===== src/rtl/prog_counter_pkg.sv =====
// Shared encodings for the programmable counter: counting modes and direction.
package prog_counter_pkg;

    localparam logic [1:0] MODE_WRAP    = 2'd0;
    localparam logic [1:0] MODE_MOD     = 2'd1;
    localparam logic [1:0] MODE_ONESHOT = 2'd2;

    localparam logic DIR_UP   = 1'b0;
    localparam logic DIR_DOWN = 1'b1;

endpackage


===== src/rtl/prog_prescaler.sv =====
// Step prescaler: tick once every PRESCALE enabled cycles; constant tick when PRESCALE is 1.
module prog_prescaler #(
    parameter int PRESCALE = 1
) (
    input  logic clk,
    input  logic rst,
    input  logic en,
    input  logic sclr,
    output logic tick
);

    generate
        if (PRESCALE == 1) begin : g_bypass
            logic unused_inputs;
            assign unused_inputs = &{1'b0, clk, rst, en, sclr};
            assign tick = 1'b1;
        end else begin : g_div
            localparam int PW = $clog2(PRESCALE);
            logic [PW-1:0] cnt;

            assign tick = (cnt == PW'(PRESCALE - 1));

            // NOTE: sequential state uses non-blocking assignments so every flop samples pre-edge values.
            always_ff @(posedge clk or negedge rst) begin
                if (!rst) begin
                    cnt <= '0;
                end else if (sclr) begin
                    cnt <= '0;
                end else if (en) begin
                    cnt <= tick ? '0 : cnt + PW'(1);
                end
            end
        end
    endgenerate

endmodule


===== src/rtl/prog_counter.sv =====
// Programmable up/down counter with prescaled stepping and WRAP / MOD / ONESHOT modes.
module prog_counter
    import prog_counter_pkg::*;
#(
    parameter int WIDTH    = 8,
    parameter int PRESCALE = 1
) (
    input  logic             clk,
    input  logic             rst,
    input  logic             en,
    input  logic             clr,
    input  logic             load,
    input  logic [WIDTH-1:0] load_val,
    input  logic             dir,
    input  logic [1:0]       mode,
    input  logic [WIDTH-1:0] limit,
    output logic [WIDTH-1:0] count,
    output logic             tc,
    output logic             done
);

    logic             tick;
    logic             step;
    logic             oneshot;
    logic [WIDTH-1:0] wrap_top;
    logic [WIDTH-1:0] reach;
    logic [WIDTH-1:0] stepped;
    logic             at_term;
    logic [WIDTH-1:0] next_count;
    logic             next_tc;
    logic             next_done;

    prog_prescaler #(.PRESCALE(PRESCALE)) u_prescaler (
        .clk  (clk),
        .rst  (rst),
        .en   (en),
        .sclr (clr | load),
        .tick (tick)
    );

    assign step = en & tick;

    // NOTE: every combinational output gets a default first, so no path can infer a latch.
    always_comb begin
        next_count = count;
        next_tc    = 1'b0;
        next_done  = done;

        oneshot  = (mode == MODE_ONESHOT);
        // Upper bound when counting up, and reload value when wrapping down.
        wrap_top = (mode == MODE_MOD || oneshot) ? limit : '1;
        reach    = (dir == DIR_DOWN) ? '0 : wrap_top;
        at_term  = (dir == DIR_DOWN) ? (count == '0) : (count >= wrap_top);
        stepped  = (dir == DIR_DOWN) ? count - WIDTH'(1) : count + WIDTH'(1);

        if (clr) begin
            next_count = '0;
            next_done  = 1'b0;
        end else if (load) begin
            next_count = load_val;
            next_done  = 1'b0;
        end else if (step) begin
            if (oneshot) begin
                if (!done) begin
                    if (at_term) begin
                        next_done = 1'b1;
                        next_tc   = 1'b1;
                    end else begin
                        next_count = stepped;
                        if (stepped == reach) begin
                            next_done = 1'b1;
                            next_tc   = 1'b1;
                        end
                    end
                end
            end else if (at_term) begin
                next_count = (dir == DIR_DOWN) ? wrap_top : '0;
                next_tc    = 1'b1;
            end else begin
                next_count = stepped;
            end
        end
    end

    always_ff @(posedge clk or negedge rst) begin
        if (!rst) begin
            count <= '0;
            tc    <= 1'b0;
            done  <= 1'b0;
        end else begin
            count <= next_count;
            tc    <= next_tc;
            done  <= next_done;
        end
    end

endmodule


===== config.mk =====
export PLATFORM = sky130hd
export DESIGN_NAME = prog_counter
export DESIGN_NICKNAME = d
export VERILOG_FILES = /design/src/rtl/prog_counter_pkg.sv /design/src/rtl/prog_prescaler.sv /design/src/rtl/prog_counter.sv
export SDC_FILE = /design/constraint.sdc
export NUM_CORES = 1
export LEC_CHECK = 0
export CORE_ASPECT_RATIO = 0.6
export CORE_MARGIN = 2
export CORE_UTILIZATION = 44
export CTS_CLUSTER_DIAMETER = 50
export DETAILED_ROUTE_END_ITERATION = 10
export PLACE_DENSITY = 0.76
export RECOVER_POWER = 50
export SLEW_MARGIN = 20
export SYNTH_ARGS = -nofsm -noshare
export SYNTH_HDL_FRONTEND = slang
export SYNTH_SLANG_ARGS = --single-unit

===== constraint.sdc =====
create_clock -name clk -period 2.5 [get_ports clk]
set_clock_uncertainty 0.05 [all_clocks]
set_input_delay 0.5 -clock clk [delete_from_list [all_inputs] [get_ports clk]]
set_output_delay 0.5 -clock clk [all_outputs]
set_load 0.005 [all_outputs]

# After elaboration in Yosys (flattened, before gate mapping)
# Cells that the tools add are included.
# word_totals
register_bits	10
latchBits	0
ramBits	0
rom_bits	0
input_bits	24
out_inout_bits	10
word_cells	42
mem_count	0
# op_classes
addsub	2
multipliers	0
div	0
magnitude_cmp	1
n_eq_ne	5
n_shift	0
n_mux	25
bitwise	0
n_reduce_logical	6
# op_table
cell	n
8-bit 2-to-1 mux	11
1-bit 2-to-1 mux	14
8-bit by 1-bit adder with 8-bit output, second input constant	1
8-bit equality test	1
8-bit >= comparator	1
8-bit zero test	1
4-bit != test, second input constant	2
8-bit by 1-bit subtractor with 8-bit output, second input constant	1
3-bit nonzero test	2
3-bit AND reduction	1
2-bit by 1-bit equality test with 1-bit output, second input constant	1
2-bit equality test, second input constant	1
2-bit AND reduction	1
1-bit logical OR	1

# Depth between registers and ports, before layout
# logic_depth
ltp_word	12
mapped_depth	13
ltp_nobuf	11

# By module
# Synthesis repeated with hierarchy kept, for this count alone.
# unflattened
cells_unflattened	169
area_unflattened_um2	1443.9
# modules_own_cells
module	n_inst	cells_each	area_per_inst_um2	seq_area_each_um2
prog_counter	1	167	1432.6	250.2
prog_prescaler	1	2	11.3	0.0

# Worst setup path before layout
# Ideal clock, no wire load.
# synth_path
path_type	input to register
startpoint	input mode[0]
endpoint	register count[6]
setup_ns	0.083
arrival_time_ns	2.765
path_slack_ns	-0.397
path_stages	13
n_path_buf	2
cell_sequence	inv_1 > ha_1 > buf_2 > or2_2 > ha_1 > nand2b_1 > a211oi_1 > o221ai_1 > o311a_1 > o21ai_2 > buf_2 > nand2_1 > o22ai_1
# synth_between
elab_chain_len	10
elab_cells_between_ends	15
cone_classes	order compare: 1; eq/ne: 4; mux: 8; reduce/logical: 2
# synth_lines
item	line_no	source
start, declared	prog_counter.sv:15	input logic [1:0] mode,
2-bit by 1-bit equality test with 1-bit output / 2-bit equality test (equally long branches)	prog_counter.sv:51, prog_counter.sv:49	
1-bit logical OR	prog_counter.sv:51	wrap_top = (mode == MODE_MOD || oneshot) ? limit : '1;
8-bit 2-to-1 mux	prog_counter.sv:51	
8-bit >= comparator	prog_counter.sv:53	at_term = (dir == DIR_DOWN) ? (count == '0) : (count >= wrap_top);
1-bit 2-to-1 mux	prog_counter.sv:53	
8-bit 2-to-1 mux	prog_counter.sv:76	end else if (at_term) begin
8-bit 2-to-1 mux	prog_counter.sv:63	if (oneshot) begin
8-bit 2-to-1 mux	prog_counter.sv:62	end else if (step) begin
8-bit 2-to-1 mux	prog_counter.sv:59	end else if (load) begin
8-bit 2-to-1 mux	prog_counter.sv:56	if (clr) begin
end signal, assigned	prog_counter.sv:91	count <= next_count;
end, declared	prog_counter.sv:17	output logic [WIDTH-1:0] count,
# Parallel ways exist; a longest one is shown, timed or not. The select of a mux whose other input is x is not followed.
# A chain may end at the register's enable or synchronous reset.

# Worst setup path in the final report
# layout_path
startpoint	input limit[2]
endpoint	register count[0]
# layout_between
elab_chain_len	8
elab_cells_between_ends	10
cone_classes	order compare: 1; eq/ne: 1; mux: 7; reduce/logical: 1
# layout_lines
item	line_no	source
start, declared	prog_counter.sv:16	input logic [WIDTH-1:0] limit,
8-bit 2-to-1 mux *	prog_counter.sv:51	
8-bit >= comparator *	prog_counter.sv:53	
1-bit 2-to-1 mux *	prog_counter.sv:53	
8-bit 2-to-1 mux	prog_counter.sv:76	
8-bit 2-to-1 mux	prog_counter.sv:63	
8-bit 2-to-1 mux	prog_counter.sv:62	
8-bit 2-to-1 mux	prog_counter.sv:59	
8-bit 2-to-1 mux	prog_counter.sv:56	
# Mark *: on every way between the ends. The rest lies on a longest branch, timed or not. The select of a mux whose other input is x is not followed.

==> summary.md <==
| Metric | Value |
|---|---|
| Run status | complete, but fails checks |
| Failing checks | setup timing |
| Hold Crit Endpoint | done |
| Pre-antenna DRT Iters | 4 |
| Tightest Pin Transition | 479.0 ps |
| Final setup vio count | 3 |
| Cell area power density | 533.6 mW/mm^2 |
| Leakage power | about 1.1 nW |
| # rows | 15 |
| GRT Total Usage | 31.87% |
| Post-synth top area cell | dfrtp_1 |
| First-pass GRT wire length | 7886 um |
| DP Worst Slack | -709.8 ps |
| R2R Path End | tc |
| Pin count of the biggest net entering global routing | 17 |
| Hold Path Class | flip-flop to flip-flop |
| Placed Cells incl. Taps | 280 |
| Vias in the first global route | 1609 |
| Final HPWL DP | 3601 um |
| I/O pin cnt | 34 |
| Clk_lat worst skew | 240 ps |
| 1st-iter DRT viols | between 200 and 250 |
| Switching Share | roughly two fifths |
| Die X | 74.78 um |
| # fillers | 130 |
| # DRC | 0 |
| Hold depth | 2 |
| Cell variety after synth | 44 |
| Reg2reg start | count[1] |
| Routed wire per std cell | approximately 21 um |
| R2r setup slk | -10 ps |
| Reg power frac | between 15 and 20% |
| Worst Path Max Fanout | 8 |
| Clock tree sinks | 10 |
| Synth top area share | between 10% and 20% |
| Nets | just under 300 |
| Port Buffer Count | 33 |
| Fin crit share | 101.3% |
| Worst Hold Launch | done |
| CTS tree | yes |
| Total CTS buffers | 3 |
| Initial antenna violation count | 0 |
| Grt ovf | 0 |
| Top cells by area, synth | dfrtp_1, ha_1, inv_1 |
| Psw | 0.0005569 W |
| Die Y | between 40 and 50 um |
| Final worst path period need | around 2500 ps |
| Area added between synthesis and finish | 93.47% |
| Initial Util | a little under half |
| Mapped Area | 0.001323 mm^2 |
| Final wirelength | approximately 6000 um |
| Crit path arrival time | 2590 ps |
| Vias/cell | just over 6 |
| Placer Congestion | roughly 0.9 |
| Fin. max-slew vios | 0 |
| Part of the Yosys area used for sequential elements | between 10% and 20% |
| Routed Antenna Nets | 0 |
| Clock tree buffer depth | 2 |
| Worst setup SP type | input port |
| Reg2reg path depth | 8 |
| Power share of the clock group | between 10% and 20% |
| Syn nets | about 210 |
| N_diodes | 0 |
| Post-route setup slack | -31.42 ps |
| Async S/R FF share, synth | between 90% and 100% |
| CP Class | input port to flip-flop |
| Worst setup EP type | flip-flop |
| Layout Cells excl Fill | 290 |
| Core area | between 0.002 and 0.003 mm^2 |
| H-tree depth | 1 |
| Post-synthesis register bit count | 10 |
| Cell Int Power | 0.0008084 W |
| Vias | 1771 |
| Relative slew slack | around two thirds |
| Synth warnings | 0 |
| Cells after synthesis | 171 |
| Max rail drop VDD | 0.0004309 V |
| Die area | between 0.003 and 0.004 mm^2 |
| CP Data Required Time | about 2600 ps |
| Syn_area_per_cell | roughly 7.7 um^2 |
| Fmax | ~400 MHz |
| Clock transition at path regs | ~50 ps |
| Count of flip-flops with a built-in enable after synthesis | 0 |
| Combinational share of power | 69.4% |
| Final Hold Fails | 0 |
| Root Buffer | clkbuf_8 |
| Synth Flop Type | dfrtp_1 |
| Share of cells above drive strength 1 | around 46% |
| Maxcap violations | 0 |
==> worst max-delay path: stages <==
cell and delay, ps:
clkdlybuf4s50_1 410, or2_2 290, inv_1 110, ha_4 160, o21ai_2 70, o221ai_2 160, o311a_4 280, nand2_8 110
a221oi_2 360, o22ai_2 130
==> timing repair <==
| action | in CTS | in global routing |
|---|---|---|
| resized for setup | 40 | 37 |
| hold buffers | 0 | 0 |
| cloned | 1 | 0 |
| buffers inserted | 4 | 1 |
| pin swaps | 25 | 24 |
| setup endpoints to repair | 10 | 10 |
==> synth_stat cells, types with 2 or more instances <==
cell,n
inv_1,26
ha_1,15
nor2_1,15
a21oi_1,13
nand2_1,12
dfrtp_1,10
o22ai_1,8
a221oi_1,7
o21ai_0,6
xnor2_1,6
a21o_1,4
a211oi_1,3
and3_1,3
buf_2,3
clkbuf_1,3
nand2b_1,3
nand4_1,3
nand3_1,2
o311a_1,2
or2_2,2
xor2_1,2
==> placed cells by master, fill, tap and decap left out, types with 3 or more instances in the layout <==
master	Yosys	final
clkbuf_8	0	4
dlygate4sd3_1	0	4
buf_6	0	3
o21ai_0	6	3
xnor2_1	6	3
o22ai_1	8	3
dfrtp_1	10	9
a221oi_2	1	4
clkdlybuf4s50_1	0	25
xnor2_2	0	3
inv_1	26	24
a21oi_1	13	11
o22ai_2	0	5
ha_1	15	7
nand2_1	12	6
a221oi_4	0	4
nor2_1	15	13
nand4_1	3	3
nand2_2	0	3
a21o_1	4	4
buf_4	0	42
ha_4	0	8
==> area by class of cell <==
cell class	count	area [um^2]	area share (%)
tap	42	52.55	2.054
timing repair buffer	79	713.2	27.87
sequential	10	251.5	9.829
clock buffer	4	55.05	2.152
multi-input combinational	129	1380	53.94
inverter	26	106.4	4.156
==> registers in the layout, summed over array words and instances, names as in the netlist <==
name and cells:
tc 1, done 1, count 8
==> routing by layer <==
metal / global-route usage [%] / part of all wire, %
met1: 39.71 / 41
met5: 0 / 0
met4: 12.14 / 3.0
met2: 55.75 / 47
met3: 5.908 / 8.9
==> cell families (layout without fill, tap and decap cells) <==
family | after synthesis | count (layout) | share of synthesized area [%]
adder cells (fa/ha/maj) | 16 | 16 | 15.70
AO/OA/AOI/OAI | 59 | 59 | 32.83
XOR/XNOR | 8 | 8 | 5.298
flip-flops | 10 | 10 | 18.92
multiplexers | 1 | 1 | 0.7569
AND/OR/NAND/NOR | 45 | 45 | 17.12
buffers and inverters | 32 | 109 | 9.365
==> power groups by stage <==
stage               registers [W]  clock network (W)  logic, W
global route             0.000211           0.000217  0.000996
floorplan                0.000205                  0  0.000368
finish                   0.000210           0.000208  0.000947
CTS                      0.000206           0.000203  0.000767
global placement         0.000205                  0  0.000667
detailed placement       0.000205                  0  0.000686
==> how the worst max path moves through the flow <==
stage / startpoint / endpoint / slack (ps) / depth (start not counted)
final: limit[2] / count[0] / -30 / 10
after global routing: limit[2] / count[0] / -100 / 10
after CTS: mode[0] / count[7] / -20 / 13
after detailed placement: mode[0] / count[3] / -710 / 13
after global placement: mode[0] / count[1] / -690 / 12
after floorplan: mode[1] / count[6] / -80 / 12
==> stage by stage <==
step | total power, W | utilization (%) | setup TNS, ps | hold WS, ps | area [um^2]
after floorplan | 0.0005727 | - | -649.1 | 154.4 | 1431
after global placement | 0.0008717 | 72.72 | -6161 | 474.6 | 2088
after detailed placement | 0.0008913 | 72.72 | -6794 | 497.3 | 2088
after CTS | 0.001176 | 81.48 | -37.46 | 519.8 | 2340
after global routing | 0.001423 | 89.11 | -516.1 | 587.0 | 2559
final | 0.001365 | 89.11 | -73.66 | 518.3 | 2559
Note: power is estimated with default switching activity, not from simulation.
